===== config.mk =====
export PLATFORM = sky130hd
export DESIGN_NAME = spi_display_receiver
export DESIGN_NICKNAME = d
export VERILOG_FILES = /design/src/rtl/spi_display_receiver.sv
export SDC_FILE = /design/constraint.sdc
export NUM_CORES = 1
export LEC_CHECK = 0
export ABC_AREA = 1
export CAP_MARGIN = 0
export CORE_UTILIZATION = 51
export CTS_CLUSTER_SIZE = 16
export DETAILED_ROUTE_END_ITERATION = 10
export PLACE_DENSITY = 0.88
export SLEW_MARGIN = 10
export SYNTH_ARGS = -nofsm -noshare
export SYNTH_HDL_FRONTEND = slang
export SYNTH_SLANG_ARGS = --single-unit
export TNS_END_PERCENT = 5

===== constraint.sdc =====
create_clock -name clk -period 1.7 [get_ports clk]
set_input_delay 0.255 -clock clk [delete_from_list [all_inputs] [get_ports clk]]
set_output_delay 0.255 -clock clk [all_outputs]
set_load 0.05 [all_outputs]

===== src/rtl/spi_display_receiver.sv =====
// rtl/spi_display_receiver.sv - MAX7219-style SPI slave receiver decoding frames into the display register set
// Optional DOUT daisy-chain output enabled by defining SPI_DISPLAY_RECEIVER_DOUT_EN.
module spi_display_receiver #(
    parameter int SYNC_STAGES = 2
) (
    input  logic        clk,
    input  logic        res,
    input  logic        MOSI,
    input  logic        CS,
    input  logic        clk_SPI,
    output logic [63:0] digit_data,
    output logic [7:0]  decode_mode,
    output logic [3:0]  intensity,
    output logic [2:0]  scan_limit,
    output logic        shutdown_n,
    output logic        display_test,
    output logic        frame_valid,
    output logic        frame_error,
    output logic        dout
);

    // Only address/data bits are kept unless DOUT needs the full 16-bit delay line
`ifdef SPI_DISPLAY_RECEIVER_DOUT_EN
    localparam int SHIFT_W = 16;
`else
    localparam int SHIFT_W = 12;
`endif

    typedef enum logic {IDLE, SHIFT} state_e;

    logic [SYNC_STAGES-1:0] mosi_sync_q, cs_sync_q, sclk_sync_q;
    logic                   cs_hist_q, sclk_hist_q;
    logic                   mosi_s, cs_s, sclk_s;
    logic                   cs_fall, cs_rise, sclk_rise;

    state_e               state_q, state_d;
    logic [SHIFT_W-1:0]   shift_q, shift_d;
    logic [4:0]           cnt_q, cnt_d;
    logic                 latch, abort;

    logic [63:0] digit_q, digit_d;
    logic [7:0]  decode_q, decode_d;
    logic [3:0]  intensity_q, intensity_d;
    logic [2:0]  scan_q, scan_d;
    logic        shdn_q, shdn_d;
    logic        test_q, test_d;
    logic        fv_q, fe_q;

    // CS chain resets low so a CS already low at reset release never looks like a falling edge
    always_ff @(posedge clk) begin
        if (res) begin
            mosi_sync_q <= '0;
            cs_sync_q   <= '0;
            sclk_sync_q <= '0;
            cs_hist_q   <= 1'b0;
            sclk_hist_q <= 1'b0;
        end else begin
            mosi_sync_q <= {mosi_sync_q[SYNC_STAGES-2:0], MOSI};
            cs_sync_q   <= {cs_sync_q[SYNC_STAGES-2:0], CS};
            sclk_sync_q <= {sclk_sync_q[SYNC_STAGES-2:0], clk_SPI};
            cs_hist_q   <= cs_sync_q[SYNC_STAGES-1];
            sclk_hist_q <= sclk_sync_q[SYNC_STAGES-1];
        end
    end

    assign mosi_s    = mosi_sync_q[SYNC_STAGES-1];
    assign cs_s      = cs_sync_q[SYNC_STAGES-1];
    assign sclk_s    = sclk_sync_q[SYNC_STAGES-1];
    assign cs_fall   = ~cs_s & cs_hist_q;
    assign cs_rise   = cs_s & ~cs_hist_q;
    assign sclk_rise = sclk_s & ~sclk_hist_q;

    always_comb begin
        state_d = state_q;
        shift_d = shift_q;
        cnt_d   = cnt_q;
        latch   = 1'b0;
        abort   = 1'b0;
        case (state_q)
            IDLE: begin
                if (cs_fall) begin
                    state_d = SHIFT;
                    shift_d = '0;
                    cnt_d   = 5'd0;
                end
            end
            SHIFT: begin
                // CS edge wins over a coincident clock edge; the count is the pre-cycle one
                if (cs_rise) begin
                    state_d = IDLE;
                    latch   = (cnt_q == 5'd16);
                    abort   = (cnt_q != 5'd0) && (cnt_q != 5'd16);
                end else if (sclk_rise) begin
                    shift_d = {shift_q[SHIFT_W-2:0], mosi_s};
                    cnt_d   = (cnt_q == 5'd16) ? cnt_q : cnt_q + 5'd1;
                end
            end
            default: state_d = IDLE;
        endcase
    end

    always_comb begin
        digit_d     = digit_q;
        decode_d    = decode_q;
        intensity_d = intensity_q;
        scan_d      = scan_q;
        shdn_d      = shdn_q;
        test_d      = test_q;
        if (latch) begin
            for (int n = 0; n < 8; n++) begin
                if (shift_q[11:8] == 4'(n + 1)) digit_d[8*n +: 8] = shift_q[7:0];
            end
            case (shift_q[11:8])
                4'h9:    decode_d    = shift_q[7:0];
                4'hA:    intensity_d = shift_q[3:0];
                4'hB:    scan_d      = shift_q[2:0];
                4'hC:    shdn_d      = shift_q[0];
                4'hF:    test_d      = shift_q[0];
                default: ;
            endcase
        end
    end

    always_ff @(posedge clk) begin
        if (res) begin
            state_q     <= IDLE;
            shift_q     <= '0;
            cnt_q       <= 5'd0;
            digit_q     <= '0;
            decode_q    <= '0;
            intensity_q <= '0;
            scan_q      <= '0;
            shdn_q      <= 1'b0;
            test_q      <= 1'b0;
            fv_q        <= 1'b0;
            fe_q        <= 1'b0;
        end else begin
            state_q     <= state_d;
            shift_q     <= shift_d;
            cnt_q       <= cnt_d;
            digit_q     <= digit_d;
            decode_q    <= decode_d;
            intensity_q <= intensity_d;
            scan_q      <= scan_d;
            shdn_q      <= shdn_d;
            test_q      <= test_d;
            fv_q        <= latch;
            fe_q        <= abort;
        end
    end

`ifdef SPI_DISPLAY_RECEIVER_DOUT_EN
    logic sclk_fall;
    logic dout_q;

    assign sclk_fall = ~sclk_s & sclk_hist_q;

    always_ff @(posedge clk) begin
        if (res || state_q == IDLE) begin
            dout_q <= 1'b0;
        end else if (sclk_fall) begin
            dout_q <= shift_q[15];
        end
    end

    assign dout = dout_q;
`else
    assign dout = 1'b0;
`endif

    assign digit_data   = digit_q;
    assign decode_mode  = decode_q;
    assign intensity    = intensity_q;
    assign scan_limit   = scan_q;
    assign shutdown_n   = shdn_q;
    assign display_test = test_q;
    assign frame_valid  = fv_q;
    assign frame_error  = fe_q;

endmodule


==> key figures, run 1 <==
Status
  – Status: complete, no violations

Routing
  – Max Used Layer: met4
  – Remaining design rule violation count: 0
  – Vias/cell: between 5 and 6
  – DR pass1 iterations: 5
  – Routed len/inst: 13.4 um
  – DR WL met2: slightly above 5 mm
  – M1 wire length: 4.71 mm
  – 1st-iter DRT viols: 290
  – Metal3 WL: between 700 and 800 um
  – Detailed Route WL: 10.8 mm
  – Vias post-DR: about 4300
  – ANT nets after route: 0

Floorplanning
  – Core Footprint: approximately 8400 um2
  – Boundary pin count: 89
  – Initial core utilization: 53.8%
  – Die Ht: around 96 um
  – Die W: slightly below 100 um
  – DIE AREA: 9230 um2
  – Row cnt: 33

Clock tree
  – Clock tree buffer depth: 2
  – CTS tree: done
  – CTS Root Cell: clkbuf_8
  – H-tree level count: 3
  – Hold_buf cts: 0
  – CTS Sinks: between 100 and 150
  – CTS Buf Count: 9
  – Clock latency reported for the late side of the worst-skew pair: between 0.3 and 0.4 ns
  – Clock-pin slew on the worst setup and hold paths: around 0.10 ns

Placed design
  – Pre-CTS WS: between 0.06 and 0.07 ns
  – GP Congestion: around 0.84
  – Dpl cells: 786
  – Buffers on Ports: 87
  – HPWL after detailed placement: 7.01 mm

Worst setup path
  – Critical Path AT: about 1.9 ns
  – Slowest stage delay, CP: 0.33 ns
  – Flop2flop setup slack: 0.11 ns
  – Critical Path RT: 1.97 ns
  – Buf/Inv on CP: 3
  – Startpoint Class: register
  – Cell family with most CP delay: simple AND/OR/NAND/NOR gates
  – CP max-delay cell: dfxtp_1
  – Critical Path Fanout Max: 35
  – Crit Path Category: register to register
  – Crit path cell chain: inv_1 > ha_2 > nand3_2 > nor2_4 > buf_12 > buf_12 > nand3_1 > nand2_1 > nor2_1
  – Most used cell, CP: buf_12
  – CP Capture Type: register

Timing
  – Transition time of the tightest slew-check pin: about 0.54 ns
  – Worst Setup Slack, final: approximately 0.11 ns
  – # setup viols final: 0
  – Clock Skew: 0.0224 ns
  – Final Hold Fails: 0
  – Final period utilization: 93.4%
  – Final worst path period need: 1.59 ns
  – FMAX: 630 MHz
  – RSZ-0062 raised after global routing: true
  – Slew headroom: 64.2%
  – Slew Limit Fails: 0

Logic synthesis
  – Syn nets: between 600 and 700
  – Mapped Cells: around 620
  – Synth area leaders: dfxtp_1 48%, nand3_1 11%, a21oi_1 11%
  – Leading area contributor after synthesis: dfxtp_1
  – Top cell type's share of synthesized area: around half
  – Register area share after synthesis: 48.4%
  – Seq cells post-synth: between 100 and 150
  – Mean post-synth cell area: 7.27 um2
  – Netlist cell types: 23
  – Synthesis warning total: 0
  – Mapped cell area: approximately 4500 um2

Global route
  – Initial antenna violation count: 0
  – First-pass GRT wire length: 16.9 mm
  – Gr ovfl total: 0
  – Vias in the first global route: 3669
  – Largest net degree at the start of global routing: 53
  – GR Util All Layers: a little under a quarter

Cells and area
  – # fillers: ~720
  – Layout cell share with drive strength beyond 1: approximately 18%
  – Syn-to-layout area delta: 20.9%
  – Diodes inserted: 0
  – Non-Filler Instances: ~800
  – Nets@finish: 700

Min path
  – Hold Crit Class: input pin to register

Power
  – Lkg Pwr: 2.27 nW
  – Int Pwr: about 3.2 mW
  – Register share of total power: between 60% and 70%
  – Net Sw Power: 1.01 mW
  – Max IR drop VDD: 0.000429 V
  – Sw Ratio: 23.9%
  – Clock power frac: 34.9%
  – Power density cells: slightly below 800 nW/um2
  – Comb power frac: roughly 4.0%

Run
  – Total of max-cap violations: 0
[synth_stat cells (all sizes together)]
master / count
nand2: 114
nor3b: 1
a21oi: 97
nand3: 101
conb: 1
clkbuf: 8
nor3: 2
xor2: 2
buf: 37
clkinv: 5
dfxtp: 109
ha: 2
o21ai: 1
nor2: 116
nand4: 2
inv: 23
[cells by family (layout without fill, tap and decap cells)]
kind of cell / after synthesis / in the layout / share of synthesized area, %
adders and majority gates: 2 / 2 / 0.554
DFF: 109 / 109 / 48.4
and+or+nand+nor: 336 / 336 / 31.5
xor gates and xnor gates: 2 / 2 / 0.388
AOI/OAI and AO/OA: 98 / 98 / 10.9
other: 1 / 1 / 0.0831
buffers and inverters: 73 / 150 / 8.26
[final timing paths]
kind,end,from,cells past startpoint
setup / recovery,decode_mode[1],cnt_q[0],9
hold / removal,mosi_sync_q[0],MOSI,3
setup reg to reg,decode_mode[1],cnt_q[0],9
hold reg to reg,cs_sync_q[1],cs_sync_q[0],2
[power groups by stage]
stage                     clock, mW  combinational, mW  sequential, mW
after global routing           1.57              0.193            2.58
after floorplan                   0              0.131            2.63
final                          1.47              0.169            2.58
after CTS                      1.50              0.168            2.58
after detailed placement          0              0.168            2.63
after global placement            0              0.163            2.63
[metrics by stage]
| step | hold slack [ns] | setup TNS [ns] | instance area (um2) | power, mW | utilization, % |
|---|---|---|---|---|---|
| 6_report | 0.392 | 0 | 5460 | 4.22 | 65.1 |
| 5_1_grt | 0.400 | -0.0863 | 5460 | 4.34 | 65.1 |
| 4_1_cts | 0.385 | 0 | 5440 | 4.24 | 64.8 |
| 3_5_place_dp | 0.394 | 0 | 5250 | 2.80 | 62.6 |
| 3_3_place_gp | 0.388 | 0 | 5250 | 2.80 | 62.6 |
| 2_1_floorplan | 0.324 | 0 | 4510 | 2.76 | - |
[sequential cells by signal (all words and copies together) (netlist names)]
register and flops:
frame_valid 1, sclk_hist_q 1, display_test 1, digit_data 64, shutdown_n 1, shift_q 12
cs_hist_q 1, sclk_sync_q 2, scan_limit 3, cnt_q 5, decode_mode 8, cs_sync_q 2
intensity 4, mosi_sync_q 2, frame_error 1, state_q 1
[placed cells by master, fill, tap and decap left out, types with 3 or more instances in the layout]
cell,n
clkdlybuf4s50_1,4
inv_2,4
buf_12,7
nand3_1,100
clkinv_4,3
nor2_1,113
inv_1,19
a21oi_1,97
dfxtp_1,109
buf_4,95
clkbuf_8,10
nand2_1,114
clkinv_1,5
[worst reg2reg max path, stage by stage (launching register included)]
cell	delay, ns
dfxtp_1	0.33
inv_1	0.10
ha_2	0.21
nand3_2	0.12
nor2_4	0.19
buf_12	0.14
buf_12	0.18
nand3_1	0.10
nand2_1	0.09
nor2_1	0.04
[metal layers]
layer,GRT usage (%),up-vias
li1,-,2170
met1,30.7,1967
met2,38.9,171
met3,4.27,22
met4,10.6,0
met5,0,-
[timing repair]
item / CTS / global route
endpoints found under the hold margin: 0 / 0
buffers inserted: 0 / 1
endpoints found under the setup margin: 0 / 50
gates resized for setup: 0 / 1
[final cells by class]
cell class / instances / area, um2 / area share [%]
Clock buffer: 10 / 138 / 2.52
Clock inverter: 6 / 47.5 / 0.871
Inverter: 28 / 105 / 1.93
Multi-Input combinational cell: 439 / 1960 / 35.9
Sequential cell: 109 / 2180 / 40.0
Tap cell: 105 / 131 / 2.41
Timing Repair Buffer: 106 / 893 / 16.4
(Power assumes the default switching activity.)
==> run 2: changes to the inputs <==
--- a/config.mk
+++ b/config.mk
@@ -6,11 +6,11 @@
 export NUM_CORES = 1
 export LEC_CHECK = 0
 export ABC_AREA = 1
-export CAP_MARGIN = 0
 export CORE_UTILIZATION = 51
 export CTS_CLUSTER_SIZE = 16
 export DETAILED_ROUTE_END_ITERATION = 10
 export PLACE_DENSITY = 0.88
+export REMOVE_ABC_BUFFERS = 1
 export SLEW_MARGIN = 10
 export SYNTH_ARGS = -nofsm -noshare
 export SYNTH_HDL_FRONTEND = slang
==> run 2 against run 1 <==
  * Worst hold slack got worse by 0.011 ns
  * Total power increased by 1.8%
  * Via count decreased by 0.81%
  * Fmax shrank 2.0%
  * Routed wire length up 1.6%
  * Non-clock buffer count is 4 higher
  * Final area rose by 1.1%
  * Combinational power up 8%
  * Sequential power hardly changed
  * Clock skew down 0.011 ns
==> key figures, run 2 (same netlist as run 1, synthesis figures left out) <==
Status
  – Status: complete, no violations (unchanged)

Floorplanning
  – Row cnt: 33 (unchanged)
  – DIE AREA: 9230 um2 (unchanged)
  – Boundary pin count: 89 (unchanged)
  – Initial core utilization: 53.8% (unchanged)
  – Die W: 96.1 um (unchanged)
  – Die Ht: 96.1 um (unchanged)
  – Core Footprint: 8380 um2 (unchanged)

Worst setup path
  – Startpoint Class: register (unchanged)
  – Critical Path Fanout Max: 29 (was 35)
  – Crit Path Category: register to register (unchanged)
  – Worst flop-to-flop path startpoint: cnt_q[0] (unchanged)
  – FF-to-FF path depth: 10 (was 9)
  – CP Capture Type: register (unchanged)
  – Critical Path AT: 1.91 ns (was 1.86 ns)
  – Flop2flop setup slack: 0.08 ns (was 0.11 ns)
  – Crit path from: cnt_q[0] (unchanged)
  – Critical Path RT: 1.99 ns (was 1.97 ns)

Power
  – Lkg Pwr: 2.29 nW (was 2.27 nW)
  – Net Sw Power: 1.06 mW (was 1.01 mW)
  – Total power: 4.30 mW (was 4.22 mW)
  – Sw Ratio: 24.7% (was 23.9%)
  – Int Pwr: 3.24 mW (was 3.21 mW)
  – Comb power frac: 4.2% (was 4.0%)
  – Clock power frac: 35.8% (was 34.9%)
  – Power density cells: 779 nW/um2 (was 773 nW/um2)
  – Register share of total power: 60.0% (was 61.1%)
  – Max IR drop VDD: 0.000382 V (was 0.000429 V)

Cells and area
  – Layout cell share with drive strength beyond 1: 18.8% (was 18.2%)
  – Commonest non-fill, non-tap cell in the layout: nand2_1 (unchanged)
  – Syn-to-layout area delta: 22.2% (was 20.9%)
  – Post-route cell area: 5520 um2 (was 5460 um2)
  – Nets@finish: 704 (was 700)
  – # fillers: 723 (was 717)
  – Most frequent cells in the layout: 114 x nand2_1, 113 x nor2_1, 109 x dfxtp_1, 100 x nand3_1, 97 x a21oi_1 (unchanged)
  – Register cell area after layout: 2180 um2 (unchanged)
  – Number of flip-flops in the largest register: 64 (unchanged)
  – Final Core Density: 65.8% (was 65.1%)
  – Non-Filler Instances: 807 (was 803)
  – Diodes inserted: 0 (unchanged)
  – Area of the multi-input gates: 1960 um2 (unchanged)

Placed design
  – HPWL after detailed placement: 6.90 mm (was 7.01 mm)
  – Buffers on Ports: 87 (unchanged)
  – Pre-CTS WS: 0.122 ns (was 0.0686 ns)
  – Post-DP Area: 5230 um2 (was 5250 um2)
  – Dpl cells: 786 (unchanged)
  – GP Congestion: 0.857 (was 0.840)

Clock tree
  – Clock latency reported for the late side of the worst-skew pair: 0.38 ns (about the same)
  – H-tree level count: 3 (unchanged)
  – CTS tree: done (unchanged)
  – CTS Buf Count: 9 (unchanged)
  – Clock-pin slew on the worst setup and hold paths: 0.11 ns (was 0.10 ns)
  – Clock tree buffer depth: 2 (unchanged)
  – CTS Sinks: 109 (unchanged)
  – CTS Root Cell: clkbuf_8 (unchanged)

Routing
  – DR pass1 iterations: 6 (was 5)
  – 1st-iter DRT viols: 303 (was 290)
  – Routed len/inst: 13.6 um (was 13.4 um)
  – Remaining design rule violation count: 0 (unchanged)
  – Detailed Route WL: 10.9 mm (was 10.8 mm)
  – Vias/cell: 5.32 (was 5.39)
  – ANT nets after route: 0 (unchanged)
  – Vias post-DR: 4295 (was 4330)

Global route
  – Initial antenna violation count: 0 (unchanged)
  – Gr ovfl total: 0 (unchanged)
  – Vias in the first global route: 3644 (was 3669)
  – First-pass GRT wire length: 17.3 mm (was 16.9 mm)
  – Largest net degree at the start of global routing: 60 (was 53)
  – GR Util All Layers: 24.4% (was 23.8%)

Timing
  – Worst hold slack: 0.381 ns (was 0.392 ns)
  – Final worst path period need: 1.62 ns (was 1.59 ns)
  – FMAX: 617 MHz (was 630 MHz)
  – Worst Setup Slack, final: 0.0792 ns (was 0.112 ns)
  – Slew headroom: 61.4% (was 64.2%)
  – # setup viols final: 0 (unchanged)
  – Clock Skew: 0.0119 ns (was 0.0224 ns)
  – Transition time of the tightest slew-check pin: 0.576 ns (was 0.537 ns)
  – Slew Limit Fails: 0 (unchanged)
  – Setup TNS: 0 ns (unchanged)
  – Final Hold Fails: 0 (unchanged)
  – Final period utilization: 95.3% (was 93.4%)

Run
  – Total of max-cap violations: 0 (unchanged)

Min path
  – Hold path cells: 3 (unchanged)
  – Hold Crit Class: input pin to register (unchanged)
  – Hold_sp: clk_SPI (was MOSI)
[run 2: final timing paths]
path                                        to
worst max-delay path            digit_data[62]
worst max register to register  digit_data[62]
worst min-delay path            sclk_sync_q[0]
worst min register to register  mosi_sync_q[1]
[run 2: final cells by class]
| class | instances | share of cell area [%] |
|---|---|---|
| Inverter | 28 | 1.91 |
| Sequential cell | 109 | 39.6 |
| Clock buffer | 10 | 2.50 |
| Multi-Input combinational cell | 439 | 35.5 |
| Clock inverter | 6 | 0.998 |
| Timing Repair Buffer | 110 | 17.1 |
| Tap cell | 105 | 2.38 |
[run 2: metal layers]
metal / track usage (%) / part of all wire [%] / routed length [um] / vias to the layer above
li1: - / - / - / 2171
met1: 33.3 / 43 / 4740 / 1962
met2: 38.4 / 48 / 5300 / 149
met3: 2.92 / 6.5 / 713 / 13
met4: 11.3 / 1.7 / 186 / 0
met5: 0 / 0 / 0 / -
[run 2: power by group through the flow]
stage / logic, mW / registers (mW) / clock network (mW)
CTS: 0.172 / 2.58 / 1.55
floorplan: 0.113 / 2.63 / 0
global placement: 0.162 / 2.63 / 0
detailed placement: 0.169 / 2.64 / 0
global route: 0.206 / 2.58 / 1.68
finish: 0.182 / 2.58 / 1.54
[run 2: repair_timing]
action | CTS | global route
gates resized for setup | 0 | 6
setup buffers | 0 | 4
hold buffers | 0 | 0
endpoints found under the setup margin | 0 | 82
[run 2: critical path, cell delays in order, from the launching register on]
cell and delay (ns):
dfxtp_1 0.35, inv_2 0.08, ha_2 0.21, nand3_2 0.12, nor2_4 0.15, buf_12 0.14
buf_6 0.10, clkbuf_16 0.19, nand3_1 0.08, nand2_1 0.07, nor2_1 0.04
==> run 3: changes to the inputs <==
--- a/config.mk
+++ b/config.mk
@@ -9,6 +9,7 @@
 export CORE_UTILIZATION = 51
 export CTS_CLUSTER_SIZE = 16
 export DETAILED_ROUTE_END_ITERATION = 10
+export GPL_TIMING_DRIVEN = 0
 export PLACE_DENSITY = 0.88
 export REMOVE_ABC_BUFFERS = 1
 export SLEW_MARGIN = 10
==> run 3 against run 2 <==
  * Final cell count decreased by 1.2%
  * Largest cell class unchanged
  * Sequential cell count unchanged
  * Non-clock buffer count decreased by 11
  * Clock power is 7% higher
  * Critical endpoint is now digit_data[57]
  * Worst setup slack lost 0.042 ns
  * Combinational power is 3% lower
  * Die area unchanged
  * Clock skew grew 0.0013 ns
  * Sequential power barely moved
  * Fmax shrank 2.5%
==> key figures, run 3 (same netlist as run 1, synthesis figures left out) <==
Routing
  – DR pass1 iterations: 6 (unchanged)
  – Vias post-DR: 4393 (was 4295)
  – 1st-iter DRT viols: 267 (was 303)
  – Routed len/inst: 14.3 um (was 13.6 um)
  – Detailed Route WL: 11.4 mm (was 10.9 mm)
  – Remaining design rule violation count: 0 (unchanged)
  – Vias/cell: 5.51 (was 5.32)
  – ANT nets after route: 0 (unchanged)

Worst setup path
  – Crit Path Category: register to register (unchanged)
  – Crit path from: state_q (was cnt_q[0])
  – Critical Path RT: 1.98 ns (was 1.99 ns)
  – R2R Path End: digit_data[57] (was digit_data[62])
  – Flop2flop setup slack: 0.04 ns (was 0.08 ns)
  – Critical Path AT: 1.94 ns (was 1.91 ns)
  – Critical Path End: digit_data[57] (was digit_data[62])
  – CP Capture Type: register (unchanged)
  – Startpoint Class: register (unchanged)
  – FF-to-FF path depth: 7 (was 10)
  – Critical Path Fanout Max: 42 (was 29)
  – Worst flop-to-flop path startpoint: state_q (was cnt_q[0])

Timing
  – Final worst path period need: 1.66 ns (was 1.62 ns)
  – Slew headroom: 55.0% (was 61.4%)
  – Worst Setup Slack, final: 0.0377 ns (was 0.0792 ns)
  – Worst hold slack: 0.386 ns (was 0.381 ns)
  – Slew Limit Fails: 0 (unchanged)
  – # setup viols final: 0 (unchanged)
  – FMAX: 602 MHz (was 617 MHz)
  – Final Hold Fails: 0 (unchanged)
  – Transition time of the tightest slew-check pin: 0.674 ns (was 0.576 ns)
  – Final period utilization: 97.8% (was 95.3%)
  – Setup TNS: 0 ns (unchanged)
  – Clock Skew: 0.0132 ns (was 0.0119 ns)
  – RSZ-0062 raised after global routing: true

Power
  – Register share of total power: 58.6% (was 60.0%)
  – Power density cells: 782 nW/um2 (was 779 nW/um2)
  – Sw Ratio: 23.0% (was 24.7%)
  – Lkg Pwr: 2.49 nW (was 2.29 nW)
  – Clock power frac: 37.4% (was 35.8%)
  – Int Pwr: 3.39 mW (was 3.24 mW)
  – Total power: 4.41 mW (was 4.30 mW)
  – Comb power frac: 4.0% (was 4.2%)
  – Net Sw Power: 1.01 mW (was 1.06 mW)
  – Max IR drop VDD: 0.000438 V (was 0.000382 V)

Cells and area
  – Commonest non-fill, non-tap cell in the layout: nand2_1 (unchanged)
  – Layout cell share with drive strength beyond 1: 7.80% (was 18.8%)
  – Syn-to-layout area delta: 24.9% (was 22.2%)
  – Non-Filler Instances: 797 (was 807)
  – Number of flip-flops in the largest register: 64 (unchanged)
  – Nets@finish: 694 (was 704)
  – Most frequent cells in the layout: 114 x nand2_1, 106 x dfxtp_1, 104 x nor2_1, 99 x nand3_1, 97 x a21oi_1 (was 114 x nand2_1, 113 x nor2_1, 109 x dfxtp_1, 100 x nand3_1, 97 x a21oi_1)
  – Diodes inserted: 0 (unchanged)

Clock tree
  – CTS Sinks: 109 (unchanged)
  – H-tree level count: 3 (unchanged)
  – Clock tree buffer depth: 2 (unchanged)
  – Clock-pin slew on the worst setup and hold paths: 0.10 ns (was 0.11 ns)
  – Hold_buf cts: 0 (unchanged)
  – CTS Buf Count: 9 (unchanged)
  – CTS Root Cell: clkbuf_8 (unchanged)
  – Clock latency reported for the late side of the worst-skew pair: 0.38 ns (about the same)
  – CTS tree: done (unchanged)

Global route
  – First-pass GRT wire length: 17.9 mm (was 17.3 mm)
  – Largest net degree at the start of global routing: 87 (was 60)
  – Initial antenna violation count: 0 (unchanged)
  – Gr ovfl total: 0 (unchanged)
  – GR Util All Layers: 25.3% (was 24.4%)
  – Vias in the first global route: 3888 (was 3644)

Floorplanning
  – Die W: 96.1 um (unchanged)
  – Initial core utilization: 53.8% (unchanged)
  – Die Ht: 96.1 um (unchanged)
  – Row cnt: 33 (unchanged)
  – Core Footprint: 8380 um2 (unchanged)
  – Boundary pin count: 89 (unchanged)
  – DIE AREA: 9230 um2 (unchanged)

Status
  – Status: complete, no violations (unchanged)

Run
  – Total of max-cap violations: 0 (unchanged)

Placed design
  – Buffers on Ports: 87 (unchanged)
  – HPWL after detailed placement: 6.75 mm (was 6.90 mm)
  – Dpl cells: 771 (was 786)
  – Pre-CTS WS: -1.10 ns (was 0.122 ns)
  – GP Congestion: 0.812 (was 0.857)

Min path
  – Hold Crit Class: input pin to register (unchanged)
  – Hold path cells: 3 (unchanged)
## run 3: cell types whose count changed in the layout (fill, tap and decap cells not counted), moves of 3 or more
cell / before / now
nor2_4: 2 / 5
dfxtp_1: 109 / 106
buf_16: 0 / 3
buf_6: 4 / 0
dlygate4sd2_1: 0 / 83
nor2_2: 1 / 8
buf_4: 95 / 5
nor2_1: 113 / 104
## run 3: metrics by stage
step                util (%)  area [um2]
finish                  67.2        5640
global route            67.2        5640
CTS                     66.6        5580
detailed placement      63.3        5310
global placement        62.6        5250
floorplan                  -        4250
## run 3: routing by layer
metal | global-route usage (%) | routed length (um)
met1 | 30.5 | 4770
met2 | 43.1 | 5780
met3 | 4.27 | 582
met5 | 0 | 0
met4 | 13.6 | 282
## run 3: power groups by stage
stage	combinational, mW	sequential [mW]	clock, mW
2_1_floorplan	0.113	2.63	0
3_3_place_gp	0.150	2.64	0
3_5_place_dp	0.156	2.64	0
4_1_cts	0.167	2.58	1.65
5_1_grt	0.197	2.58	1.76
6_report	0.177	2.58	1.65
## run 3: cell type report
type / count / area (um2)
Clock inverter: 5 / 57.6
Multi-Input combinational cell: 440 / 2030
Fill cell: 741 / 2750
Sequential cell: 109 / 2190
Clock buffer: 11 / 151
Timing Repair Buffer: 99 / 962
Tap cell: 105 / 131
Inverter: 28 / 118
## run 3: worst min path at each step
stage	startpoint	slack [ns]	endpoint
after floorplan	res	0.32	cnt_q[2]
after global placement	sclk_sync_q[0]	0.39	sclk_sync_q[1]
after detailed placement	mosi_sync_q[0]	0.39	mosi_sync_q[1]
after CTS	MOSI	0.38	mosi_sync_q[0]
after global routing	MOSI	0.40	mosi_sync_q[0]
final	MOSI	0.39	mosi_sync_q[0]
## run 3: critical path, stage by stage, from the launching register on
cell and delay, ns:
dfxtp_4 0.49, nand3_2 0.19, nor2_4 0.18, buf_4 0.22
buf_12 0.22, nand3_1 0.10, nand2_1 0.09, nor2_1 0.05
## run 3: what timing repair did
item / 4_1_cts / 5_1_grt
pin swaps: 1 / 2
cloned: 3 / 0
hold endpoints to repair: 0 / 0
endpoints found under the setup margin: 183 / 99
setup buffers: 4 / 3
gates resized for setup: 99 / 16
